==> config.mk <==
export PLATFORM = sky130hd
export DESIGN_NAME = uart_rx_sink
export DESIGN_NICKNAME = d
export VERILOG_FILES = /design/src/rtl/uart_sim_pkg.sv /design/src/rtl/fifo_v3.sv /design/src/rtl/uart_rx_sink.sv
export SDC_FILE = /design/constraint.sdc
export NUM_CORES = 1
export LEC_CHECK = 0
export ABC_AREA = 1
export BUFFER_PORTS_ARGS = -buffer_cell sky130_fd_sc_hd__buf_4
export CAP_MARGIN = 5
export CORE_MARGIN = 4
export CORE_UTILIZATION = 57
export DETAILED_ROUTE_END_ITERATION = 16
export GPL_TIMING_DRIVEN = 0
export PLACE_DENSITY_LB_ADDON = 0.15
export SYNTH_ARGS = -nofsm -noshare
export SYNTH_HDL_FRONTEND = slang
export SYNTH_SLANG_ARGS = --single-unit
==> constraint.sdc <==
create_clock -name clk_i -period 5.3 [get_ports clk_i]
set_input_delay 0.265 -clock clk_i [delete_from_list [all_inputs] [get_ports clk_i]]
set_output_delay 0.265 -clock clk_i [all_outputs]
set_load 0.05 [all_outputs]
==> src/rtl/uart_sim_pkg.sv <==
// Shared types and constants for the simulation-side UART receiver.
package uart_sim_pkg;

  localparam int UartDataBits = 8;
  localparam int UartMinDiv   = 4;

  typedef enum logic [2:0] {
    RxIdle     = 3'd0,
    RxStart    = 3'd1,
    RxData     = 3'd2,
    RxStop     = 3'd3,
    RxWaitIdle = 3'd4
  } uart_rx_state_e;

endpackage

==> src/rtl/fifo_v3.sv <==
// Synchronous FIFO with the common_cells fifo_v3 port list.
// A push into a full FIFO is accepted when a pop happens in the same cycle.
module fifo_v3 #(
  parameter bit          FALL_THROUGH = 1'b0,
  parameter int unsigned DATA_WIDTH   = 32,
  parameter int unsigned DEPTH        = 8,
  parameter int unsigned ADDR_DEPTH   = (DEPTH > 1) ? $clog2(DEPTH) : 1
) (
  input  logic                  clk_i,
  input  logic                  rst_ni,
  input  logic                  flush_i,
  input  logic                  testmode_i,
  output logic                  full_o,
  output logic                  empty_o,
  output logic [ADDR_DEPTH-1:0] usage_o,
  input  logic [DATA_WIDTH-1:0] data_i,
  input  logic                  push_i,
  output logic [DATA_WIDTH-1:0] data_o,
  input  logic                  pop_i
);

  logic [DATA_WIDTH-1:0] r_mem [DEPTH];
  logic [ADDR_DEPTH-1:0] r_rdPtr;
  logic [ADDR_DEPTH-1:0] r_wrPtr;
  logic [ADDR_DEPTH:0]   r_count;
  logic                  w_isEmpty;
  logic                  w_passThru;
  logic                  w_doPop;
  logic                  w_doPush;
  logic                  w_unusedTestmode;

  assign w_unusedTestmode = testmode_i;

  assign w_isEmpty  = (r_count == '0);
  assign w_passThru = FALL_THROUGH && w_isEmpty && push_i && pop_i;
  assign full_o     = (r_count == (ADDR_DEPTH+1)'(DEPTH));
  assign empty_o    = w_isEmpty && !(FALL_THROUGH && push_i);
  assign usage_o    = r_count[ADDR_DEPTH-1:0];
  assign w_doPop    = pop_i && !w_isEmpty;
  assign w_doPush   = push_i && (!full_o || w_doPop) && !w_passThru;
  assign data_o     = (FALL_THROUGH && w_isEmpty) ? data_i : r_mem[r_rdPtr];

  // Pointer and occupancy bookkeeping plus storage writes.
  always_ff @(posedge clk_i or negedge rst_ni) begin
    if (!rst_ni) begin
      r_rdPtr <= '0;
      r_wrPtr <= '0;
      r_count <= '0;
      for (int i = 0; i < int'(DEPTH); i++) r_mem[i] <= '0;
    end else if (flush_i) begin
      r_rdPtr <= '0;
      r_wrPtr <= '0;
      r_count <= '0;
    end else begin
      if (w_doPush) begin
        r_mem[r_wrPtr] <= data_i;
        r_wrPtr        <= r_wrPtr + ADDR_DEPTH'(1);
      end
      if (w_doPop) r_rdPtr <= r_rdPtr + ADDR_DEPTH'(1);
      case ({w_doPush, w_doPop})
        2'b10:   r_count <= r_count + (ADDR_DEPTH+1)'(1);
        2'b01:   r_count <= r_count - (ADDR_DEPTH+1)'(1);
        default: r_count <= r_count;
      endcase
    end
  end

endmodule

==> src/rtl/uart_rx_sink.sv <==
// 8N1 UART receiver that buffers recovered bytes in a FIFO drained by valid/ready.
// Framing errors and dropped bytes are reported through sticky flags.
module uart_rx_sink
  import uart_sim_pkg::*;
#(
  parameter int DivWidth  = 16,
  parameter int FifoDepth = 16
) (
  input  logic                    clk_i,
  input  logic                    rst_i,
  input  logic [DivWidth-1:0]     baud_div_i,
  input  logic                    rx_i,
  output logic [UartDataBits-1:0] byte_o,
  output logic                    valid_o,
  input  logic                    ready_i,
  output logic                    busy_o,
  output logic                    frame_err_o,
  output logic                    overflow_o,
  input  logic                    clr_i
);

  localparam int BitIdxW = $clog2(UartDataBits);

  logic                         r_rxMeta;
  logic                         r_rxSync;
  uart_rx_state_e               r_state;
  uart_rx_state_e               w_stateNext;
  logic [DivWidth-1:0]          r_cnt;
  logic [DivWidth-1:0]          w_cntNext;
  logic [BitIdxW-1:0]           r_bitIdx;
  logic [BitIdxW-1:0]           w_bitIdxNext;
  logic [UartDataBits-1:0]      r_shreg;
  logic [UartDataBits-1:0]      w_shregNext;
  logic                         w_push;
  logic                         w_frameErrSet;
  logic                         w_overflowSet;
  logic                         w_fifoPush;
  logic                         w_fifoFull;
  logic                         w_fifoEmpty;
  logic                         w_pop;
  logic                         w_cntZero;
  logic [$clog2(FifoDepth)-1:0] w_unusedUsage;

  assign w_cntZero     = (r_cnt == '0);
  assign busy_o        = (r_state != RxIdle);
  assign valid_o       = !w_fifoEmpty;
  assign w_pop         = valid_o && ready_i;
  assign w_fifoPush    = w_push && (!w_fifoFull || w_pop);
  assign w_overflowSet = w_push && w_fifoFull && !w_pop;

  // Two-flop synchronizer; idles high so reset does not look like a start bit.
  always_ff @(posedge clk_i or posedge rst_i) begin
    if (rst_i) begin
      r_rxMeta <= 1'b1;
      r_rxSync <= 1'b1;
    end else begin
      r_rxMeta <= rx_i;
      r_rxSync <= r_rxMeta;
    end
  end

  // Receiver state register with its bit timer, bit index and shift register.
  always_ff @(posedge clk_i or posedge rst_i) begin
    if (rst_i) begin
      r_state  <= RxIdle;
      r_cnt    <= '0;
      r_bitIdx <= '0;
      r_shreg  <= '0;
    end else begin
      r_state  <= w_stateNext;
      r_cnt    <= w_cntNext;
      r_bitIdx <= w_bitIdxNext;
      r_shreg  <= w_shregNext;
    end
  end

  // Next-state logic; the counter is reloaded on every state entry and each sample lands on cnt == 0.
  always_comb begin
    w_stateNext   = r_state;
    w_cntNext     = r_cnt;
    w_bitIdxNext  = r_bitIdx;
    w_shregNext   = r_shreg;
    w_push        = 1'b0;
    w_frameErrSet = 1'b0;
    case (r_state)
      RxIdle: begin
        if (!r_rxSync) begin
          w_stateNext = RxStart;
          w_cntNext   = (baud_div_i >> 1) - DivWidth'(1);
        end
      end
      RxStart: begin
        if (!w_cntZero) begin
          w_cntNext = r_cnt - DivWidth'(1);
        end else if (!r_rxSync) begin
          w_stateNext  = RxData;
          w_cntNext    = baud_div_i - DivWidth'(1);
          w_bitIdxNext = '0;
        end else begin
          w_stateNext = RxIdle;
        end
      end
      RxData: begin
        if (!w_cntZero) begin
          w_cntNext = r_cnt - DivWidth'(1);
        end else begin
          w_shregNext  = {r_rxSync, r_shreg[UartDataBits-1:1]};
          w_cntNext    = baud_div_i - DivWidth'(1);
          w_bitIdxNext = r_bitIdx + BitIdxW'(1);
          if (r_bitIdx == BitIdxW'(UartDataBits - 1)) w_stateNext = RxStop;
        end
      end
      RxStop: begin
        if (!w_cntZero) begin
          w_cntNext = r_cnt - DivWidth'(1);
        end else if (r_rxSync) begin
          w_push      = 1'b1;
          w_stateNext = RxIdle;
        end else begin
          w_frameErrSet = 1'b1;
          w_stateNext   = RxWaitIdle;
        end
      end
      RxWaitIdle: begin
        if (r_rxSync) w_stateNext = RxIdle;
      end
      default: w_stateNext = RxIdle;
    endcase
  end

  // Sticky error flags; a set event in the same cycle as clr_i wins.
  always_ff @(posedge clk_i or posedge rst_i) begin
    if (rst_i) begin
      frame_err_o <= 1'b0;
      overflow_o  <= 1'b0;
    end else begin
      if (w_frameErrSet)  frame_err_o <= 1'b1;
      else if (clr_i)     frame_err_o <= 1'b0;
      if (w_overflowSet)  overflow_o  <= 1'b1;
      else if (clr_i)     overflow_o  <= 1'b0;
    end
  end

  fifo_v3 #(
    .FALL_THROUGH (1'b0),
    .DATA_WIDTH   (UartDataBits),
    .DEPTH        (FifoDepth)
  ) u_fifo (
    .clk_i      (clk_i),
    .rst_ni     (~rst_i),
    .flush_i    (1'b0),
    .testmode_i (1'b0),
    .full_o     (w_fifoFull),
    .empty_o    (w_fifoEmpty),
    .usage_o    (w_unusedUsage),
    .data_i     (r_shreg),
    .push_i     (w_fifoPush),
    .data_o     (byte_o),
    .pop_i      (w_pop)
  );

  // The bit period must be legal and must not move under an active frame.
  assert property (@(posedge clk_i) disable iff (rst_i) baud_div_i >= DivWidth'(UartMinDiv));
  assert property (@(posedge clk_i) disable iff (rst_i) (busy_o && $past(busy_o)) |-> $stable(baud_div_i));

endmodule

After elaboration in Yosys (flattened, before gate mapping)
Index checks and enable logic that the tools add are counted.

Magnitude comparators: 3. Reduce and logical (&&, ||, !) cells: 25. Bitwise logic cells: 2. Add/sub/neg operators: 8. Mux-type cells: 35. Equal/unequal tests: 17.

Operator list (number): 128-bit bitwise mux (1); 16-bit 2-to-1 mux (5); 16-bit case mux with 4 select lines (1); 8-bit binary-select mux with 4-bit select (1); 8-bit demux with 4-bit select (1); 16-bit by 1-bit subtractor with 16-bit output, second input constant (2); 3-bit 2-to-1 mux (10); 8-bit 2-to-1 mux (3); 16-bit zero test (1); 2-bit != test, second input constant (8); 15-bit by 1-bit subtractor with 16-bit output, second input constant (1); 3-bit case mux with 5 select lines (1); 5-bit greater-or-equal comparator, second input constant (2); 4-bit inverter with 5-bit output (2); 5-bit case mux with 2 select lines (1); 1-bit 2-to-1 mux (9); 4-bit by 1-bit adder with 4-bit output, second input constant (2); 4-bit AND reduction (2); 2-bit nonzero test (4); 1-bit logical AND (7); 3-bit by 2-bit equality test with 1-bit output, second input constant (2); 3-bit equality test, second input constant (2); 3-bit case mux with 2 select lines (1); 6-bit AND reduction (1); 17 further kinds (20).

Output and inout bits: 12. Register bits: 175. Bits of input ports: 21. Word-level logic and storage cells: 117.

Depth between registers and ports, before layout
Gate-level depths: netlist of run 1.

Depth in word-level cells: 8. Mapped depth: 16. Depth with buffers taken out: 16.

By module
Synthesis of run 1 repeated with hierarchy kept, for this count alone.

Cells, all modules: 1427. Area, all modules: 10148.5 µm².

Modules (own cells, without submodules): fifo_v3 (cells an instance 937, times used 1, seq. area each 3528.4 µm², area an instance 7085.5 µm²); uart_rx_sink (cells an instance 490, times used 1, seq. area each 853.3 µm², area an instance 3062.9 µm²).

Least setup slack after synthesis of run 1
OpenSTA, ideal clock, no wires.

Kind: register to register. Start point: reg u_fifo.r_count[0]. End point: reg u_fifo.r_count[4]. Stages on the path, launching flop included: 14. Setup time: 65 ps. Data required time: 5235 ps. Clock period less this slack: 2502 ps. Arrival: 2437 ps. Buffers on the path: 0. Setup slack: 2798 ps. Path through: dfrtp_1 > nor2_1 > nand3_1 > nand2_1 > inv_1 > ha_1 > xor2_1 > ha_1 > inv_1 > nand2_1 > a31oi_1 > xor2_1 > nand2_1 > nand2_1.

Cells in the longest elaborated chain, start to end: 8. Elaborated cells between the ends (all ways): 16. Classes of those cells: 2 x add/sub; 3 x eq/ne; 1 x mux; 10 x reduce/logical.

RTL lines: start: declaration (line fifo_v3.sv:25) `logic [ADDR_DEPTH:0] r_count;`; start signal: assignment (line fifo_v3.sv:61) `2'b10: r_count <= r_count + (ADDR_DEPTH+1)'(1);`; start signal: assignment (line fifo_v3.sv:62) `2'b01: r_count <= r_count - (ADDR_DEPTH+1)'(1);`; start signal: assignment (line fifo_v3.sv:63) `default: r_count <= r_count;`; 5-bit zero test * (line fifo_v3.sv:34) `assign w_isEmpty = (r_count == '0);`; 1-bit zero test * (line uart_rx_sink.sv:46) `assign valid_o = !w_fifoEmpty;`; via valid_o (line uart_rx_sink.sv:14) `output logic valid_o,`; 1-bit logical AND (line uart_rx_sink.sv:47) `assign w_pop = valid_o && ready_i;`; 1-bit logical AND * (line fifo_v3.sv:39) `assign w_doPop = pop_i && !w_isEmpty;`; via u_fifo.w_doPop (line fifo_v3.sv:28) `logic w_doPop;`; 1-bit logical OR (line fifo_v3.sv:40) `assign w_doPush = push_i && (!full_o || w_doPop) && !w_passThru;`; 1-bit logical AND (line fifo_v3.sv:40); 2-bit by 1-bit equality test with 1-bit output or 2-bit equality test (tied branches) (line fifo_v3.sv:60) `case ({w_doPush, w_doPop})`; 5-bit case mux with 2 select lines or 2-bit nonzero test (tied branches).

Mark *: on every way through the listed nets, which the timed path passes. The rest lies on a longest branch. A chain may end at the register's enable or synchronous reset.

Final worst setup path of run 1
Start point: reg r_state[2]. End point: reg u_fifo.r_count[4].

Cells in the longest elaborated chain, start to end: 6. Elaborated cells between the ends (all ways): 8. Classes of those cells: 3 x eq/ne; 2 x mux; 3 x reduce/logical.

RTL lines: start: declaration (line uart_rx_sink.sv:26) `uart_rx_state_e r_state;`; start signal: assignment (line uart_rx_sink.sv:65) `r_state <= RxIdle;`; start signal: assignment (line uart_rx_sink.sv:70) `r_state <= w_stateNext;`; 3-bit by 2-bit equality test with 1-bit output * (line uart_rx_sink.sv:85) `case (r_state)`; 1-bit 2-to-1 mux * (line uart_rx_sink.sv:85); 1-bit logical AND * (line uart_rx_sink.sv:48) `assign w_fifoPush = w_push && (!w_fifoFull || w_pop);`; 1-bit logical AND * (line fifo_v3.sv:40); 2-bit by 1-bit equality test with 1-bit output or 2-bit equality test (tied branches) (line fifo_v3.sv:60); 5-bit case mux with 2 select lines or 2-bit nonzero test (tied branches).

Mark *: on every way between the ends. The rest lies on a longest branch, timed or not.

==> results of run 1 <==
## cell usage in the layout, fill, tap and decap left out, drive strengths merged
cell         netlist  final
o22ai              3      3
a21oi             56     56
nand4            115    115
clkinv             5      8
a31oi              1      1
xor2              15     15
inv              105    111
dlygate4sd3        0      2
buf               31     64
dfrtp            173    173
o21ai             86     86
o211ai            33     33
bufinv             0      2
clkinvlp           0      2
clkbuf            58     77
mux2i             32     32
dfstp              2      2
nand3             96     96
nand2            418    418
a22oi              4      4
nand3b             1      1
nor3               2      2
ha                16     16
nor2             105    105
o21bai             3      3
xnor2              7      7
## worst min path at each step
stage	slack (ns)	end	depth (start not counted)
3_5_place_dp	0.29	u_fifo.r_count[3]	2
6_report	0.01	frame_err_o	2
2_1_floorplan	0.27	r_rxMeta	0
4_1_cts	0.01	frame_err_o	2
5_1_grt	0.02	overflow_o	2
3_3_place_gp	0.35	r_rxSync	0
## routing by layer
| metal | vias to the layer above | track usage (%) |
|---|---|---|
| li1 | 4671 | - |
| met1 | 4743 | 47.5 |
| met2 | 575 | 48.2 |
| met3 | 81 | 8.13 |
| met4 | 0 | 10.4 |
| met5 | - | 0 |
## kinds of logic (layout without fill, tap and decap cells)
family / Yosys count / in the layout / synth area share, %
flops: 175 / 175 / 42.8
mux: 32 / 32 / 3.13
xor+xnor: 22 / 22 / 1.88
compound gates: 186 / 186 / 10.1
buf+inv: 199 / 266 / 8.24
simple gates: 737 / 737 / 31.8
fa+ha+maj: 16 / 16 / 1.96
## registers in the layout, indices dropped and copies added (netlist names)
name,flops
r_rxSync,1
u_fifo.r_mem,128
r_cnt,16
frame_err_o,1
r_rxMeta,1
r_state,3
u_fifo.r_count,5
u_fifo.r_wrPtr,4
overflow_o,1
r_shreg,8
r_bitIdx,3
u_fifo.r_rdPtr,4
## area by class of cell
type | count | area, µm² | area share, %
inverter | 110 | 422 | 3.70
timing repair buffer | 35 | 288 | 2.52
clock buffer | 19 | 443 | 3.88
tap | 225 | 282 | 2.47
clock inverter | 13 | 150 | 1.32
multi-input combinational | 993 | 5010 | 43.9
buffer | 89 | 429 | 3.76
sequential | 175 | 4380 | 38.4
## power by group through the flow
stage | registers (mW) | clock network [mW] | logic, mW
3_3_place_gp | 1.58 | 0 | 2.07
6_report | 1.56 | 1.30 | 2.17
5_1_grt | 1.58 | 1.35 | 2.35
3_5_place_dp | 1.58 | 0 | 2.10
2_1_floorplan | 1.56 | 0 | 1.49
4_1_cts | 1.56 | 1.29 | 2.11
## through the flow
stage	hold WS (ns)	setup TNS [ns]	power (mW)	instance area, µm²	utilization, %
floorplan	0.269	0	3.05	10200	-
detailed placement	0.286	0	3.69	10800	61.9
global route	0.0247	0	5.28	11400	65.5
CTS	0.0130	0	4.97	11400	65.5
finish	0.0128	0	5.03	11400	65.5
global placement	0.346	-301.32	3.65	10800	61.7
==> out/qor.yml, run 1 <==
antenna_found_initial: 0
synthesis.nets: 1404
stdcell_count: 1659
setup_viol: 0
clk_latency_ns: 0.44
cap_viol_max_count: 0
synthTopCellsByCount: "nand2_1, dfrtp_1, nand4_1"
cts_tree: "yes"
slew_viol_final: 0
routed_wl_um: 32100
post_cts_buffers: 0
grt_pass1_wl_um: 51600
r2r_slack_ns: 2.04
area_growth_pct: 11.4
arrival_ns: 3.63
p_per_area_mw_per_mm2: 441
cts-root-buf: "clkbuf_16"
cts_sinks: 175
hold_buffers: 2
wl_per_cell_um: 19.4
reg2reg_depth: 14
cp.required_ns: 5.68
clk_transition_reported_paths_ns: 0.07
grt_max_degree: 126
dieWidth_um: 142
rows: 48
start_kind: "register"
synthArstFlopShare_pct: 100
synth_top_area_share_pct: 42.3
dr.max_layer_used: "met4"
wl_met1_um: 13500
endpoint_kind: "register"
io_pins: 33
die_height_um: 142
critPathCapture: "u_fifo.r_count[4]"
drt_pass1_iterations: 6
nNetsFinal: 1458
path_depth: 14
wl_met3_um: 3690
final.setup.worst_slack_ns: 2.04
synth_area_leaders: "dfrtp_1, nand2_1, nand4_1, nand3_1, o21ai_0"
startpoint: "r_state[2]"
yosysTopAreaCell: "dfrtp_1"
fin_crit_sh_pct: 61.4
wl_met2_um: 14100
place_inst: 1625
drc: 0
drt_iter0_drc: 1259
synth_cells: 1367
cts_buffers: 17
h-tree-depth: 4
max_freq_ghz: 0.307
grt_util_all_layers_pct: 32.6
place_hpwl_um: 22900
synth_most_common_cell: "nand2_1"
synth.distinct_cells: 36
synth_edf_count: 0
hold_viol: 0
avgSynthCellArea_um2: 7.49
portBuffers: 32
r2r-end: "u_fifo.r_count[4]"
diodes: 0
netSwitchingPower_mw: 2.21
vias: 10100
synth_ff_type: "dfrtp_1"
cts_resized: 0
cp.buffers_inverters: 4
place.gp.congestion: 0.975
swShare_pct: 43.9
fillers: 1579
layout-drive-gt1-share_pct: 7.25
critPathTopFamily: "simple AND/OR/NAND/NOR gates"
skew_ns: 0.0125
tightest_slew_ns: 0.893
yosysSeqAreaShare_pct: 42.8
path_cells: "inv_1 -> nand3_1 -> inv_1 -> buf_2 -> nand4_1 -> ha_1 -> xor2_1 -> ha_1 -> inv_1 -> nand2_1 -> a31oi_1 -> xor2_1 -> nand2_1 -> nand2_1"
p_int_mw: 2.82
netlist_area_mm2: 0.0102
critPathKind: "reg2reg"
globalRouteOverflowTotal: 0
pwr-share-seq_pct: 31.0
slowest_stage: "dfrtp_1"
yosysWarnings: 0
vdd_drop_max_uv: 530
min_path_type: "in2reg"
coreArea_mm2: 0.0174
p_comb_share_pct: 43.1
rsz0062_at_grt: "no"
start_util_pct: 58.8
r2r_start: "r_state[2]"
grt_pass1_vias: 9495
viasPerCell: 6.07
status: "completed"
dieArea_mm2: 0.0202
clock_power_share_pct: 25.9
ys_ff_latch: 175
place_ws_ns: 2.12
fin_crit_ns: 3.26
leakagePower_nw: 5.62
detail-route-antenna-nets: 0
critPathMaxFanout: 10
slowest_delay_ns: 0.43
cts_buffer_depth: 2
maxSlewHeadroom_pct: 40.4
hold_start: "clr_i"
Power figures use the tool's default switching activity.
==> run 2, diff against run 1 <==
--- a/config.mk
+++ b/config.mk
@@ -5,7 +5,7 @@
 export SDC_FILE = /design/constraint.sdc
 export NUM_CORES = 1
 export LEC_CHECK = 0
-export ABC_AREA = 1
+export ABC_AREA = 0
 export BUFFER_PORTS_ARGS = -buffer_cell sky130_fd_sc_hd__buf_4
 export CAP_MARGIN = 5
 export CORE_MARGIN = 4
==> constraint.sdc (replaced) <==
create_clock -name clk_i -period 3.3 [get_ports clk_i]
set_input_delay 0.165 -clock clk_i [delete_from_list [all_inputs] [get_ports clk_i]]
set_output_delay 0.165 -clock clk_i [all_outputs]
set_load 0.05 [all_outputs]
==> run 2 against run 1 <==
Net effect:
- worst setup slack got worse by 1.9 ns
- sequential power up 54%
- final cell count decreased by 38%
- sequential share of layout area rose by 2.9 points
- design area is 7.0% lower
- total power up 16%
- worst hold slack better by 0.038 ns
- synthesized cell count is 45% lower
- largest cell class unchanged
==> out/qor.yml, run 2 <==
layout-drive-gt1-share_pct: 36.0  # +29 points
endpoint_kind: "output port"
yosysWarnings: 0  # unchanged
p_comb_share_pct: 21.6  # -21 points
fin_crit_sh_pct: 96.4
hold_viol: 0  # unchanged
largestRegisters: "u_fifo.r_mem (128), r_cnt (16), r_shreg (8)"
cap_viol_max_count: 0  # unchanged
setup_viol: 0  # unchanged
reg2reg_depth: 15  # +1
netSwitchingPower_mw: 1.73  # -21%
synth.distinct_cells: 57  # +58%
path_cells: "clkbuf_1 -> clkbuf_1 -> mux4_2 -> mux4_2 -> buf_4"
slowest_delay_ns: 0.67  # +0.24 ns
fillers: 1172  # -26%
routed_wl_um: 21700  # -33%
antenna_found_initial: 0  # unchanged
ys_ff_latch: 175  # unchanged
cts_buffer_depth: 2  # unchanged
cts-root-buf: "clkbuf_16"
swShare_pct: 29.7  # -14 points
final_cell_mix: "dfrtp_1, mux2_2, nand2_1"
clk_transition_reported_paths_ns: 0.07  # about the same
multi_input_area_mm2: 0.00466  # -6.9%
rsz0062_at_grt: "yes"
path_depth: 5  # -9
drt_pass1_iterations: 5  # -1
clk_latency_ns: 0.43  # about the same
fin_crit_ns: 3.18
slowest_stage: "clkbuf_1"
place.gp.congestion: 0.872  # -11%
synthArstFlopShare_pct: 100  # unchanged
synth_cells: 746  # -45%
cts_tree: "yes"
stdcell_area_mm2: 0.0106  # -7.0%
yosysTopAreaCell: "dfrtp_1"
synth_most_common_cell: "dfrtp_1"
portBuffers: 27  # -16%
cp.buffers_inverters: 3  # -1
p_int_mw: 4.10  # +45%
netlist_area_mm2: 0.00923  # -9.8%
synth_area_leaders: "dfrtp_1, mux2_2, mux4_2, xor2_1, ha_1"
grt_max_degree: 47  # -63%
tightest_slew_ns: 1.22  # +0.327 ns
detail-route-antenna-nets: 0  # unchanged
synthTopCellsByCount: "dfrtp_1, mux2_2, nand2_1"
clock_power_share_pct: 37.1  # +11 points
status: "completed"
grt_util_all_layers_pct: 25.4  # -7.3 points
skew_ns: 0.0104  # -0.00206 ns
rows: 46  # -4.2%
drc: 0  # unchanged
area_growth_pct: 14.9
synthesis.nets: 783  # -44%
io_pins: 33  # unchanged
cts_sinks: 175  # unchanged
wl_per_cell_um: 21.0  # +8.3%
globalRouteOverflowTotal: 0  # unchanged
critPathTopFamily: "buffers and inverters"
maxSlewHeadroom_pct: 17.9  # -23 points
coreArea_mm2: 0.0159  # -8.8%
critPathKind: "reg2out"
slew_viol_final: 0  # unchanged
max_freq_ghz: 0.314
placed_area_mm2: 0.00985  # -8.7%
critPathMaxFanout: 10  # unchanged
vdd_drop_max_uv: 412  # -22%
h-tree-depth: 4  # unchanged
start_kind: "register"
arrival_ns: 3.02  # -0.61 ns
final_common_cell: "dfrtp_1"
synth_ff_type: "dfrtp_1"
final.setup.worst_slack_ns: 0.118  # -1.93 ns
start_util_pct: 58.1  # -0.66 points
yosysSeqAreaShare_pct: 47.5  # +4.7 points
nNetsFinal: 841  # -42%
min_path_type: "in2reg"
holdPathStages: 4  # +2
avgSynthCellArea_um2: 12.4  # +65%
viasPerCell: 6.10  # +0.47%
synth_top_area_share_pct: 46.9  # +4.6 points
place_ws_ns: -0.346  # -2.47 ns
dieWidth_um: 135  # -4.8%
synth_edf_count: 0  # unchanged
top_register: "u_fifo.r_mem"
place_hpwl_um: 15700  # -31%
vias: 6300  # -37%
grt_pass1_wl_um: 35900  # -30%
cts_buffers: 17  # unchanged
die_height_um: 135  # -4.8%
cp.required_ns: 3.13  # -2.55 ns
largest_reg_flops: 128  # unchanged
regArea_mm2: 0.00438  # about the same
p_per_area_mw_per_mm2: 550  # +25%
diodes: 0  # unchanged
drt_iter0_drc: 444  # -65%
dieArea_mm2: 0.0183  # -9.3%
pwr-share-seq_pct: 41.3  # +10 points
grt_pass1_vias: 6516  # -31%
leakagePower_nw: 4.76  # -15%
==> run 2: changes by cell type after synthesis, moves of 27 or more <==
cell,before,now
inv_1,105,17
o21ai_0,86,24
a21oi_1,56,11
mux2i_1,32,1
nand4_1,115,6
nand3_1,90,20
nor2_1,100,31
o211ai_1,33,6
mux4_2,0,40
nand2_1,415,50
mux2_2,0,139
==> run 2: area by class of cell <==
cell class | instances | area share (%)
inverters | 17 | 0.637
multi-input cells | 505 | 44.0
well taps | 216 | 2.55
clock inverters | 15 | 2.01
repair buffers | 45 | 3.73
flip-flops and latches | 175 | 41.3
clock buffers | 17 | 4.01
plain buffers | 43 | 1.77
==> run 2: metrics by stage <==
step	power (mW)	cells	TNS, ns	hold WS [ns]	util, %
after floorplan	3.33	746	-0.0843	0.169	-
after global placement	3.61	989	-0.494	0.273	61.5
after detailed placement	3.65	993	-0.481	0.274	62.0
after CTS	5.85	1032	0	0.0381	66.5
after global routing	6.12	1033	-0.0704	0.0622	66.8
final	5.83	1033	0	0.0506	66.8
==> run 2: layer usage <==
layer	GRT usage, %	up-vias	routed length (µm)
li1	-	2861	-
met1	32.9	3236	8850
met2	44.1	167	11600
met3	4.90	36	870
met5	0	-	0
met4	6.55	0	393
==> run 2: timing repair <==
action / CTS / global route
setup buffers: 6 / 5
hold buffers: 3 / 0
gates resized for setup: 13 / 9
setup endpoints to repair: 10 / 26
hold endpoints to repair: 28 / 0
pin swaps: 9 / 8
==> run 2: cell families after synthesis <==
| logic type | after synthesis | share of synthesized area [%] |
|---|---|---|
| AOI/OAI and AO/OA | 83 | 5.86 |
| xor gates and xnor gates | 43 | 4.08 |
| adders and majority gates | 16 | 2.17 |
| buffers and inverters | 66 | 2.87 |
| DFF | 175 | 47.5 |
| muxes | 180 | 26.8 |
| and+or+nand+nor | 183 | 10.7 |
==> run 2: worst min-delay path, cell delays in order <==
cell and delay (ns):
buf_4 0.10, nor3b_4 0.05, nand2_1 0.06, o22ai_1 0.06
==> run 2: path summary, 6_finish.rpt <==
path	start	end	slack, ns
max	u_fifo.r_rdPtr[1]	byte_o[0]	0.12
min	ready_i	overflow_o	0.05
max reg2reg	r_cnt[2]	u_fifo.r_count[4]	0.15
min reg2reg	r_rxMeta	r_rxSync	0.36
max in group asynchronous	rst_i	u_fifo.r_mem[71]	2.01
min in group asynchronous	rst_i	r_shreg[3]	0.42
==> run 2: power groups by stage <==
stage	clock, mW	sequential (mW)	combinational, mW
after global placement	0	2.42	1.18
after CTS	2.20	2.40	1.26
after floorplan	0	2.40	0.929
after detailed placement	0	2.43	1.22
final	2.16	2.41	1.26
after global routing	2.31	2.43	1.38
==> run 3, diff against run 2 <==
--- a/config.mk
+++ b/config.mk
@@ -15,4 +15,5 @@
 export PLACE_DENSITY_LB_ADDON = 0.15
 export SYNTH_ARGS = -nofsm -noshare
 export SYNTH_HDL_FRONTEND = slang
+export SYNTH_HIERARCHICAL = 1
 export SYNTH_SLANG_ARGS = --single-unit
==> run 3 against run 2 <==
Net effect:
- synthesized cell count increased by 5.5%
- combinational power decreased by 61%
- area after synthesis increased by 2.4%
- sequential share of layout area decreased by 1.3 points
- sequential power decreased by 4%
- sequential cell count unchanged
- largest power group unchanged
- first-iteration DRC count increased by 27%
- worst setup slack got worse by 0.071 ns
- critical endpoint is now u_fifo/r_count[4]
- fmax decreased by 2.2%
- utilization increased by 1.4 points
- clock skew about the same
- register-to-register slack got worse by 0.10 ns
==> out/qor.yml, run 3 <==
status: "completed"
nNetsFinal: 899  # +6.9%
clk_latency_ns: 0.43  # about the same
die_height_um: 137  # +1.1%
grt_pass1_vias: 6917  # +6.2%
routed_wl_um: 23000  # +6.0%
slowest_stage: "or4_1"
largest_reg_flops: 128  # unchanged
yosysWarnings: 6  # +6
stdcell_area_mm2: 0.0109  # +3.2%
p_per_area_mw_per_mm2: 444  # -19%
final_cell_mix: "dfrtp_1, mux2_2, nand2_1"
netlist_area_mm2: 0.00945  # +2.4%
cts_sinks: 175  # unchanged
clk_transition_reported_paths_ns: 0.07  # about the same
busiest_layer: "met2"
placed_area_mm2: 0.0100  # +1.8%
diodes: 0  # unchanged
rows: 46  # unchanged
h-tree-depth: 4  # unchanged
place_hpwl_um: 15900  # +1.1%
synth_cells: 787  # +5.5%
holdPathStages: 4  # unchanged
cts-root-buf: "clkbuf_16"
top_register: "u_fifo/r_mem"
fin_crit_ns: 3.25  # +0.0706 ns
start_util_pct: 58.8  # +0.74 points
place.gp.congestion: 0.873  # about the same
drt_pass1_iterations: 5  # unchanged
largestRegisters: "u_fifo/r_mem (128), r_cnt (16), r_shreg (8)"
cts_tree: "yes"
utilization_pct: 68.2  # +1.4 points
critPathMaxFanout: 3  # -7
cts_buffers: 17  # unchanged
avgSynthCellArea_um2: 12.0  # -3.0%
critical_path.most_common_cell: "nand2b_4"
area_growth_pct: 15.9
stdcell_count: 1091  # +5.6%
slew_viol_final: 0  # unchanged
wl_per_cell_um: 21.1  # +0.34%
portBuffers: 27  # unchanged
reg2reg_depth: 14  # -1
fin_total_pwr_mw: 4.86  # -17%
maxSlewHeadroom_pct: 39.4  # +21 points
min_path_type: "in2reg"
setup_viol: 0  # unchanged
grt_max_degree: 45  # -4.3%
io_pins: 33  # unchanged
detail-route-antenna-nets: 0  # unchanged
met1_usage_pct: 37.3  # +4.4 points
antenna_found_initial: 0  # unchanged
path_cells: "or4_1 -> buf_6 -> nor2_2 -> inv_2 -> nand2_2 -> a21oi_4 -> nand2b_4 -> a21o_1 -> buf_4 -> fa_2 -> nand2b_4 -> a2111o_1 -> o22a_1 -> a31oi_1"
vdd_drop_max_uv: 358  # -13%
start_kind: "register"
critPathKind: "reg2reg"
finalSetupTns_ns: 0  # unchanged
hold_viol: 0  # unchanged
skew_ns: 0.0103  # -0.000157 ns
met2_usage_pct: 41.7  # -2.4 points
final_common_cell: "dfrtp_1"
fin_crit_sh_pct: 98.6  # +2.1 points
drt_iter0_drc: 564  # +27%
cts_buffer_depth: 2  # unchanged
final.setup.worst_slack_ns: 0.0478  # -0.0706 ns
place_inst: 1039  # +4.6%
max_freq_ghz: 0.307  # -2.2%
rsz0062_at_grt: "yes"
fillers: 1218  # +3.9%
dieWidth_um: 137  # +1.1%
grt_pass1_wl_um: 37300  # +3.9%
drc: 0  # unchanged
cp.required_ns: 3.64  # +0.51 ns
dieArea_mm2: 0.0187  # +2.2%
layout-drive-gt1-share_pct: 35.0  # -1.0 points
grtUsageMet3_pct: 5.18  # +0.28 points
slowest_delay_ns: 0.55  # -0.12 ns
place_ws_ns: -0.625  # -0.279 ns
globalRouteOverflowTotal: 0  # unchanged
endpoint_kind: "register"
viasPerCell: 6.18  # +1.3%
leakagePower_nw: 4.88  # +2.5%
cap_viol_max_count: 0  # unchanged
arrival_ns: 3.59  # +0.57 ns
coreArea_mm2: 0.0161  # +1.1%
tightest_slew_ns: 0.908  # -0.312 ns
grt_util_all_layers_pct: 26.0  # +0.61 points
vias: 6737  # +6.9%
holdWs_ns: 0.0688  # +0.0182 ns
run 3: power by group:
part / switching [mW] / internal [mW]
sequential: 0.0984 / 2.22
combinational: 0.277 / 0.213
clock: 0.953 / 1.11
run 3: final timing paths:
path | endpoint | slack (ns) | start
worst max register to register | u_fifo/r_count[4] | 0.05 | u_fifo/r_count[1]
worst min-delay path | overflow_o | 0.07 | ready_i
worst max-delay path | u_fifo/r_count[4] | 0.05 | u_fifo/r_count[1]
max in group asynchronous | u_fifo/r_mem[92] | 1.93 | rst_i
min in group asynchronous | r_state[1] | 0.28 | rst_i
worst min register to register | r_rxSync | 0.36 | r_rxMeta
run 3: final cells by class:
| cell class | instances | area (µm²) | share of cell area [%] |
|---|---|---|---|
| clock buffer | 18 | 439 | 4.01 |
| tap | 216 | 270 | 2.47 |
| clock inverter | 14 | 165 | 1.51 |
| inverter | 21 | 85.1 | 0.777 |
| timing repair buffer | 53 | 468 | 4.28 |
| buffer | 43 | 188 | 1.71 |
| multi-input combinational | 551 | 4940 | 45.2 |
| sequential | 175 | 4390 | 40.1 |
run 3: critical path, delay by kind of cell (launching register included):
kind,cells,cell delay [ns]
flip-flops,1,0.40
buffers and inverters,3,0.36
AO/OA/AOI/OAI,5,1.01
AND/OR/NAND/NOR,5,1.04
adder cells (fa/ha/maj),1,0.35
run 3: routing by layer:
layer	wire (µm)	up-vias	share of wire (%)
li1	-	3064	-
met1	10500	3447	45
met2	11100	208	48
met3	1270	18	5.5
met4	184	0	0.80
met5	0	-	0
run 3: timing repair:
item	4_1_cts	5_1_grt
setup endpoints to repair	131	123
gates resized for setup	15	15
buffers inserted	15	4
pin swaps	4	5
hold buffers	3	0
hold endpoints to repair	15	0
